`src/rtl/ip_ingress_buffer.sv`:
```
// Store-and-forward ingress buffer between an IP flit source and a router local port.
// Packets longer than MAX_PKT_FLITS are truncated (last flit forced) and the remainder dropped.
//
// state     | meaning
// ----------+-----------------------------------------------------------
// ST_ACCEPT | flits are written to the FIFO, len tracks index in packet
// ST_DROP   | tail of an over-long packet is consumed and discarded

`ifndef DATA_WIDTH
`define DATA_WIDTH 32
`endif

module ip_ingress_buffer #(
    parameter int DEPTH         = 16,
    parameter int MAX_PKT_FLITS = 8
) (
    input  logic                     clk,
    input  logic                     nreset,
    input  logic                     Valid_in,
    input  logic [`DATA_WIDTH-1:0]   Data_in,
    input  logic                     Last_in,
    output logic                     Ready_in,
    output logic                     Valid_out,
    output logic [`DATA_WIDTH-1:0]   Data_out,
    output logic                     Last_out,
    input  logic                     Ready_out,
    output logic [$clog2(DEPTH):0]   flit_cnt,
    output logic [$clog2(DEPTH):0]   pkt_cnt,
    output logic [9:0]               rx_cnt,
    output logic [9:0]               tx_cnt,
    output logic                     len_err
);

    localparam int W  = `DATA_WIDTH;
    localparam int PW = $clog2(DEPTH);
    localparam int CW = PW + 1;
    localparam int LW = $clog2(MAX_PKT_FLITS);
    localparam logic [CW-1:0] DEPTH_C = CW'(DEPTH);
    localparam logic [LW-1:0] LEN_MAX = LW'(MAX_PKT_FLITS - 1);

    typedef enum logic {
        ST_ACCEPT = 1'b0,
        ST_DROP   = 1'b1
    } in_state_e;

    in_state_e       in_state_q, in_state_d;
    logic [PW-1:0]   wr_ptr_q, wr_ptr_d;
    logic [PW-1:0]   rd_ptr_q, rd_ptr_d;
    logic [CW-1:0]   flit_cnt_q, flit_cnt_d;
    logic [CW-1:0]   pkt_cnt_q, pkt_cnt_d;
    logic [LW-1:0]   len_q, len_d;
    logic [9:0]      rx_cnt_q, rx_cnt_d;
    logic [9:0]      tx_cnt_q, tx_cnt_d;
    logic            len_err_q, len_err_d;

    logic [W-1:0]    mem_data [DEPTH];
    logic            mem_last [DEPTH];

    logic            accept;
    logic            push;
    logic            pop;
    logic            len_at_max;
    logic            store_last;
    logic            pop_last;

    assign Valid_out  = (pkt_cnt_q != '0);
    assign Data_out   = mem_data[rd_ptr_q];
    assign Last_out   = Valid_out && mem_last[rd_ptr_q];
    assign pop        = Valid_out && Ready_out;
    assign pop_last   = pop && Last_out;
    // A pop frees a slot in the same cycle, so a full buffer can still accept.
    assign Ready_in   = (in_state_q == ST_DROP) || (flit_cnt_q < DEPTH_C) || pop;
    assign accept     = Valid_in && Ready_in;
    assign push       = accept && (in_state_q == ST_ACCEPT);
    assign len_at_max = (len_q == LEN_MAX);
    assign store_last = Last_in || len_at_max;

    assign flit_cnt = flit_cnt_q;
    assign pkt_cnt  = pkt_cnt_q;
    assign rx_cnt   = rx_cnt_q;
    assign tx_cnt   = tx_cnt_q;
    assign len_err  = len_err_q;

    always_ff @(posedge clk or negedge nreset) begin
        if (!nreset) begin
            in_state_q <= ST_ACCEPT;
        end else begin
            in_state_q <= in_state_d;
        end
    end

    always_comb begin
        in_state_d = in_state_q;
        case (in_state_q)
            ST_ACCEPT: if (accept && !Last_in && len_at_max) in_state_d = ST_DROP;
            ST_DROP:   if (accept && Last_in)                in_state_d = ST_ACCEPT;
            default:   in_state_d = ST_ACCEPT;
        endcase
    end

    always_comb begin
        wr_ptr_d   = wr_ptr_q;
        rd_ptr_d   = rd_ptr_q;
        flit_cnt_d = flit_cnt_q;
        pkt_cnt_d  = pkt_cnt_q;
        len_d      = len_q;
        rx_cnt_d   = rx_cnt_q;
        tx_cnt_d   = tx_cnt_q;
        len_err_d  = len_err_q;

        if (push) begin
            wr_ptr_d = wr_ptr_q + PW'(1);
            if (store_last) begin
                len_d    = '0;
                rx_cnt_d = rx_cnt_q + 10'd1;
            end else begin
                len_d = len_q + LW'(1);
            end
            if (!Last_in && len_at_max) len_err_d = 1'b1;
        end
        if (accept && (in_state_q == ST_DROP) && Last_in) len_d = '0;

        if (pop) begin
            rd_ptr_d = rd_ptr_q + PW'(1);
            if (Last_out) tx_cnt_d = tx_cnt_q + 10'd1;
        end

        case ({push, pop})
            2'b10:   flit_cnt_d = flit_cnt_q + CW'(1);
            2'b01:   flit_cnt_d = flit_cnt_q - CW'(1);
            default: flit_cnt_d = flit_cnt_q;
        endcase

        case ({push && store_last, pop_last})
            2'b10:   pkt_cnt_d = pkt_cnt_q + CW'(1);
            2'b01:   pkt_cnt_d = pkt_cnt_q - CW'(1);
            default: pkt_cnt_d = pkt_cnt_q;
        endcase
    end

    always_ff @(posedge clk or negedge nreset) begin
        if (!nreset) begin
            wr_ptr_q   <= '0;
            rd_ptr_q   <= '0;
            flit_cnt_q <= '0;
            pkt_cnt_q  <= '0;
            len_q      <= '0;
            rx_cnt_q   <= '0;
            tx_cnt_q   <= '0;
            len_err_q  <= 1'b0;
        end else begin
            wr_ptr_q   <= wr_ptr_d;
            rd_ptr_q   <= rd_ptr_d;
            flit_cnt_q <= flit_cnt_d;
            pkt_cnt_q  <= pkt_cnt_d;
            len_q      <= len_d;
            rx_cnt_q   <= rx_cnt_d;
            tx_cnt_q   <= tx_cnt_d;
            len_err_q  <= len_err_d;
        end
    end

    // Storage is deliberately left unreset; pkt_cnt gates everything visible.
    always_ff @(posedge clk) begin
        if (push) begin
            mem_data[wr_ptr_q] <= Data_in;
            mem_last[wr_ptr_q] <= store_last;
        end
    end

endmodule

```
`config.mk`:
```
export PLATFORM = sky130hd
export DESIGN_NAME = ip_ingress_buffer
export DESIGN_NICKNAME = d
export VERILOG_FILES = /design/src/rtl/ip_ingress_buffer.sv
export SDC_FILE = /design/constraint.sdc
export NUM_CORES = 1
export LEC_CHECK = 0
export ABC_CLOCK_PERIOD_IN_PS = 4200
export CORE_MARGIN = 5
export CORE_UTILIZATION = 54
export DETAILED_ROUTE_END_ITERATION = 8
export GPL_TIMING_DRIVEN = 0
export MAX_ROUTING_LAYER = met4
export PLACE_DENSITY = 0.74
export SYNTH_ARGS = -nofsm -noshare
export SYNTH_HDL_FRONTEND = slang
export SYNTH_SLANG_ARGS = --single-unit
export TNS_END_PERCENT = 5
```
`constraint.sdc`:
```
create_clock -name clk -period 4.2 [get_ports clk]
set_clock_uncertainty 0.1 [all_clocks]
set_input_delay 0.84 -clock clk [delete_from_list [all_inputs] [get_ports clk]]
set_output_delay 0.84 -clock clk [all_outputs]
set_load 0.01 [all_outputs]
```
# == Yosys cells after proc, flatten, opt, wreduce, memory -nomap -nowiden ==
# Memories as Yosys holds them, arrays and structs flattened.
# Index checks and enable logic that the tools add are counted.
# word_totals
ff_bits,43
mem_bits_rw,528
in_bits,37
n_memories,2
# mem_list
name,words,width,read_ports,rd_ports_with_merged_regs,wr,line_no,rtl
mem_data,16,32,1,0,1,56,logic [W-1:0] mem_data [DEPTH];
mem_last,16,1,1,0,1,57,logic mem_last [DEPTH];
# op_classes
n_addsub,9
order_cmp,1
n_eq_ne,5
n_mux,10
bitwise_logic,1
reduce_logical,23
# ops
operator,n
$add 10x1->10 const B,2
$pmux 5 s2,2
$logic_and 1x1->1,12
$add 5x1->5 const B,2
$sub 5x1->5 const B,2
$mux 3,3
$add 4x1->4 const B,2
$reduce_and 2->1,3
$reduce_bool 2->1,3
$lt 5x5->1 const B,1
$reduce_bool 5->1,1
$eq 2x1->1 const B,2
$eq 2x2->1 const B,2
$mux 1,4
$add 3x1->3 const B,1
$eq 3x3->1 const B,1
$logic_or 1x1->1,3
$pmux 1 s2,1
$logic_not 1->1,1
$not 1->1,1

# == Logic depth before layout (Yosys ltp) ==
# logic_depth
ltp_word,8
depth_mapped,13

# == Worst setup path before layout ==
# Ideal clock, no wire load.
# synth_path
kind,in2reg
startpoint,in Ready_out
endpoint,"mem mem_data[3][0] (netlist bit), enable pin"
setup_ps,464
arrival_ps,3674
path_slack_ps,-39
cell_stages,4
n_path_buf,0
path_cell_list,o21ai_4 > a21oi_1 > nand2_1 > nor3_1
# synth_between
elab_chain_cells,6
# synth_lines
element,line_no,rtl
"start, declared",26,"input logic Ready_out,"
$logic_and 1x1->1,69,assign pop = Valid_out && Ready_out;
$logic_or 1x1->1,72,assign Ready_in = (in_state_q == ST_DROP) || (flit_cnt_q < DEPTH_C) || pop;
$logic_and 1x1->1,73,assign accept = Valid_in && Ready_in;
$logic_and 1x1->1,74,assign push = accept && (in_state_q == ST_ACCEPT);
$mux 1,165,if (push) begin
$mux 1 (not written as such),166,mem_data[wr_ptr_q] <= Data_in;
"end, declared",56,
# Every way passes these cells.

# == Worst setup path after layout ==
# layout_path
startpoint,reg rd_ptr_q[0]
endpoint,out Data_out[9]
# layout_between
elab_chain_cells,1
# layout_lines
element,line_no,rtl
"start, declared",48,"logic [PW-1:0] rd_ptr_q, rd_ptr_d;"
"start signal, assigned",153,rd_ptr_q <= rd_ptr_d;
$mem_v2 16x32,n/a,
"end, declared",24,"output logic [`DATA_WIDTH-1:0] Data_out,"
# Every way passes these cells.

==> key figures <==
Timing
  • Fin crit period: 4.157 ns
  • Slew @ Worst Pin: 0.9182 ns
  • Final Hold Violating Endpoints: 0
  • Max Slew Vio Count: 0
  • Worst rel slew slack: about two fifths
  • Final hold slack: 0.3741 ns
  • Post-route setup slack: between 0.04 and 0.05 ns
  • # setup viols final: 0
  • Achievable Freq: between 0.2 and 0.25 GHz
  • Fin crit share: 98.98%
  • RSZ-0062 raised after global routing: true

Worst setup path
  • WS Path Type: reg -> out
  • Critical path peak fanout: 10
  • CP startpoint kind: flop
  • Critical path required time: 3.26 ns
  • CP Launch Point: rd_ptr_q[0]
  • Setup crit end kind: output port
  • Worst r2r src: len_q[0]
  • WP data arrival: 3.22 ns

Clock tree
  • Clk slew on worst S/H paths: roughly 0.07 ns
  • Clk root buf: clkbuf_16
  • Clock buffer count from CTS: 55
  • H-tree level count: 2
  • Worst skew pair latency: 0.60 ns
  • Clk sink count: 571
  • CTS tree: yes
  • CTS Buffer Depth: 3

Placement
  • HPWL Detailed: 28.43 mm
  • Cells after DPL: 1609
  • Area after DPL: 0.02417 mm^2
  • Worst slack at placement: -0.1205 ns
  • IO buf count: 102
  • GPL Wtd Cong: 0.7596

Global routing
  • Global-route wire length before repair: 72.36 mm
  • Largest net degree at the start of global routing: 38
  • Antenna violations before repair: 5
  • GRT Total Usage: around 23%
  • Vias in the first global route: 11106
  • Total grt overflow: 0

Floorplanning
  • Core footprint: 0.04065 mm^2
  • Die width: 212.2 um
  • Ports: 103
  • Num rows: 74
  • Initial core utilization: about 54%
  • Die area: ~0.045 mm^2
  • Die Y: 212.2 um

Synthesis
  • Synth top area cells: edfxtp_1 (72%), mux4_2 (16%), dfrtp_1 (4.9%)
  • Synth unique cells: 40
  • Synth warn: 0
  • Post-synth net total: 1013
  • Seq/Total Area, Yosys: 76.67%
  • Most frequent cells after synthesis: edfxtp_1 (528), mux4_2 (161), dfrtp_1 (43)
  • Post-synth top flop: edfxtp_1
  • Area leader, netlist: edfxtp_1
  • Synthesized area: 0.02208 mm^2
  • Post-synth EDFFs: around 530
  • Synthesized area per cell: 23.08 um^2
  • Mapped Cells: 957
  • Area share of the largest cell type after synthesis: 71.80%
  • Most frequent cell after synthesis: edfxtp_1
  • Async set-reset flop share out of synthesis: 7.531%
  • Yosys reg bits: 571

Drt
  • Vias per cell: 6.118
  • Pre-Repair DR Iteration Count: 5
  • DRC violations left: 0
  • Per-cell routed wire length: roughly 28 um
  • Drt total wl: around 48 mm
  • First DRT Iteration DRCs: 1114
  • Routed Antenna Nets: 0
  • Routed vias: 10487

Hold path
  • Worst hold start: rx_cnt[9]
  • Worst Hold Class: reg -> reg

Power
  • Peak supply drop: 0.3810 mV
  • Lkg Pwr: ~8.6 nW
  • Power Dens Cells: 684.7 mW/mm^2

Final layout
  • Area Growth Syn to Fin: 18.50%
  • # nets final: 1191
  • Layout cells sized above 1: 27.67%
  • Cell area after layout: 0.02617 mm^2
  • Non-filler cells, final: 1714

Run
  • Max Cap Violations: 0

Outcome
  • Status: finished, final reports clean
-- state kept, by name (all words and copies together) (netlist names) --
register,count
rd_ptr_q,4
in_state_q,1
pkt_cnt,5
tx_cnt,10
rx_cnt,10
wr_ptr_q,4
flit_cnt,5
len_q,3
mem_data,512
mem_last,16
len_err,1
-- critical path, cell delays in order, from the launching register on --
cell             delay, ns
dfrtp_2               0.44
buf_6                 0.20
buf_12                0.19
buf_8                 0.20
mux4_2                0.53
mux4_2                0.52
clkdlybuf4s50_1       0.52
-- cell families after synthesis --
family	count (synthesis)	share of synthesized area, %
buffers and inverters	53	1.054
XOR/XNOR	34	1.348
flip-flops	571	76.67
multiplexers	174	17.09
adder cells (fa/ha/maj)	19	1.144
AO/OA/AOI/OAI	22	0.6516
AND/OR/NAND/NOR	84	2.045
-- layout by cell type, fill, tap and decap left out, types with 3 or more instances in the layout --
cell type	synthesis	layout
buf_12	0	20
clkinv_2	0	6
clkinv_4	0	3
clkbuf_4	0	8
xor2_1	14	14
and3_2	0	15
o21ai_0	5	5
buf_4	0	5
clkbuf_16	0	59
a21oi_1	8	8
mux2i_1	5	5
nand4_1	6	6
edfxtp_1	528	528
clkbuf_2	0	8
dlymetal6s2s_1	0	3
diode_2	0	4
nand2_1	17	17
nor2_1	13	13
ha_1	17	17
clkdlybuf4s50_1	0	98
buf_8	0	7
inv_1	9	9
nand3_1	8	8
clkbuf_1	25	22
a21o_1	4	4
and3_1	22	7
mux2_2	6	6
nor2b_1	3	3
bufinv_16	0	3
xnor2_1	20	20
nor3_1	4	3
dfrtp_1	43	42
clkinv_1	0	8
mux4_2	161	161
-- final cells by class --
class	instances	area [um^2]
Sequential cell	571	16930
Fill cell	2569	14480
Multi-Input combinational cell	333	4950
Clock buffer	76	1550
Timing Repair Buffer	121	1409
Tap cell	532	665.6
Buffer	43	397.9
Clock inverter	24	217.7
Inverter	10	37.54
Antenna cell	4	10.01
-- per-layer routing --
metal | wire length [um] | share of wire, % | global-route usage (%)
met5 | 0 | 0 | -
met3 | 3469 | 7.2 | 3.704
met1 | 19500 | 40 | 31.79
met2 | 24380 | 50 | 36.02
met4 | 989 | 2.0 | 6.047
-- power by group --
part	leakage, nW	internal [mW]	switching [mW]
clock	0.860	2.77	2.05
combinational	2.49	3.12	2.86
sequential	5.30	6.82	0.294
-- worst paths after layout --
path,endpoint,slack (ns),cells after the start
max reg2reg,pkt_cnt[4],0.60,12
max in group asynchronous,tx_cnt[7],3.04,3
min in group asynchronous,rx_cnt[4],0.51,2
max,Data_out[9],0.04,6
min,rx_cnt[9],0.37,1
min reg2reg,rx_cnt[9],0.37,1
-- timing repair --
action / in CTS / in global routing
setup buffers: 0 / 0
pin swaps: 0 / 0
cloned: 0 / 0
gates resized for setup: 71 / 12
endpoints found under the hold margin: 6 / 0
endpoints found under the setup margin: 32 / 21
hold buffers: 1 / 0
-- metrics by stage --
| step | TNS (ns) | utilization (%) | power [mW] |
|---|---|---|---|
| 5_1_grt | -0.1265 | 64.38 | 18.65 |
| 3_3_place_gp | -207.85 | 58.49 | 12.84 |
| 4_1_cts | 0 | 64.33 | 18.08 |
| 3_5_place_dp | -1.073 | 59.47 | 13.04 |
| 6_report | 0 | 64.38 | 17.92 |
| 2_1_floorplan | 0 | - | 10.69 |
Note: power is estimated with default switching activity, not from simulation.
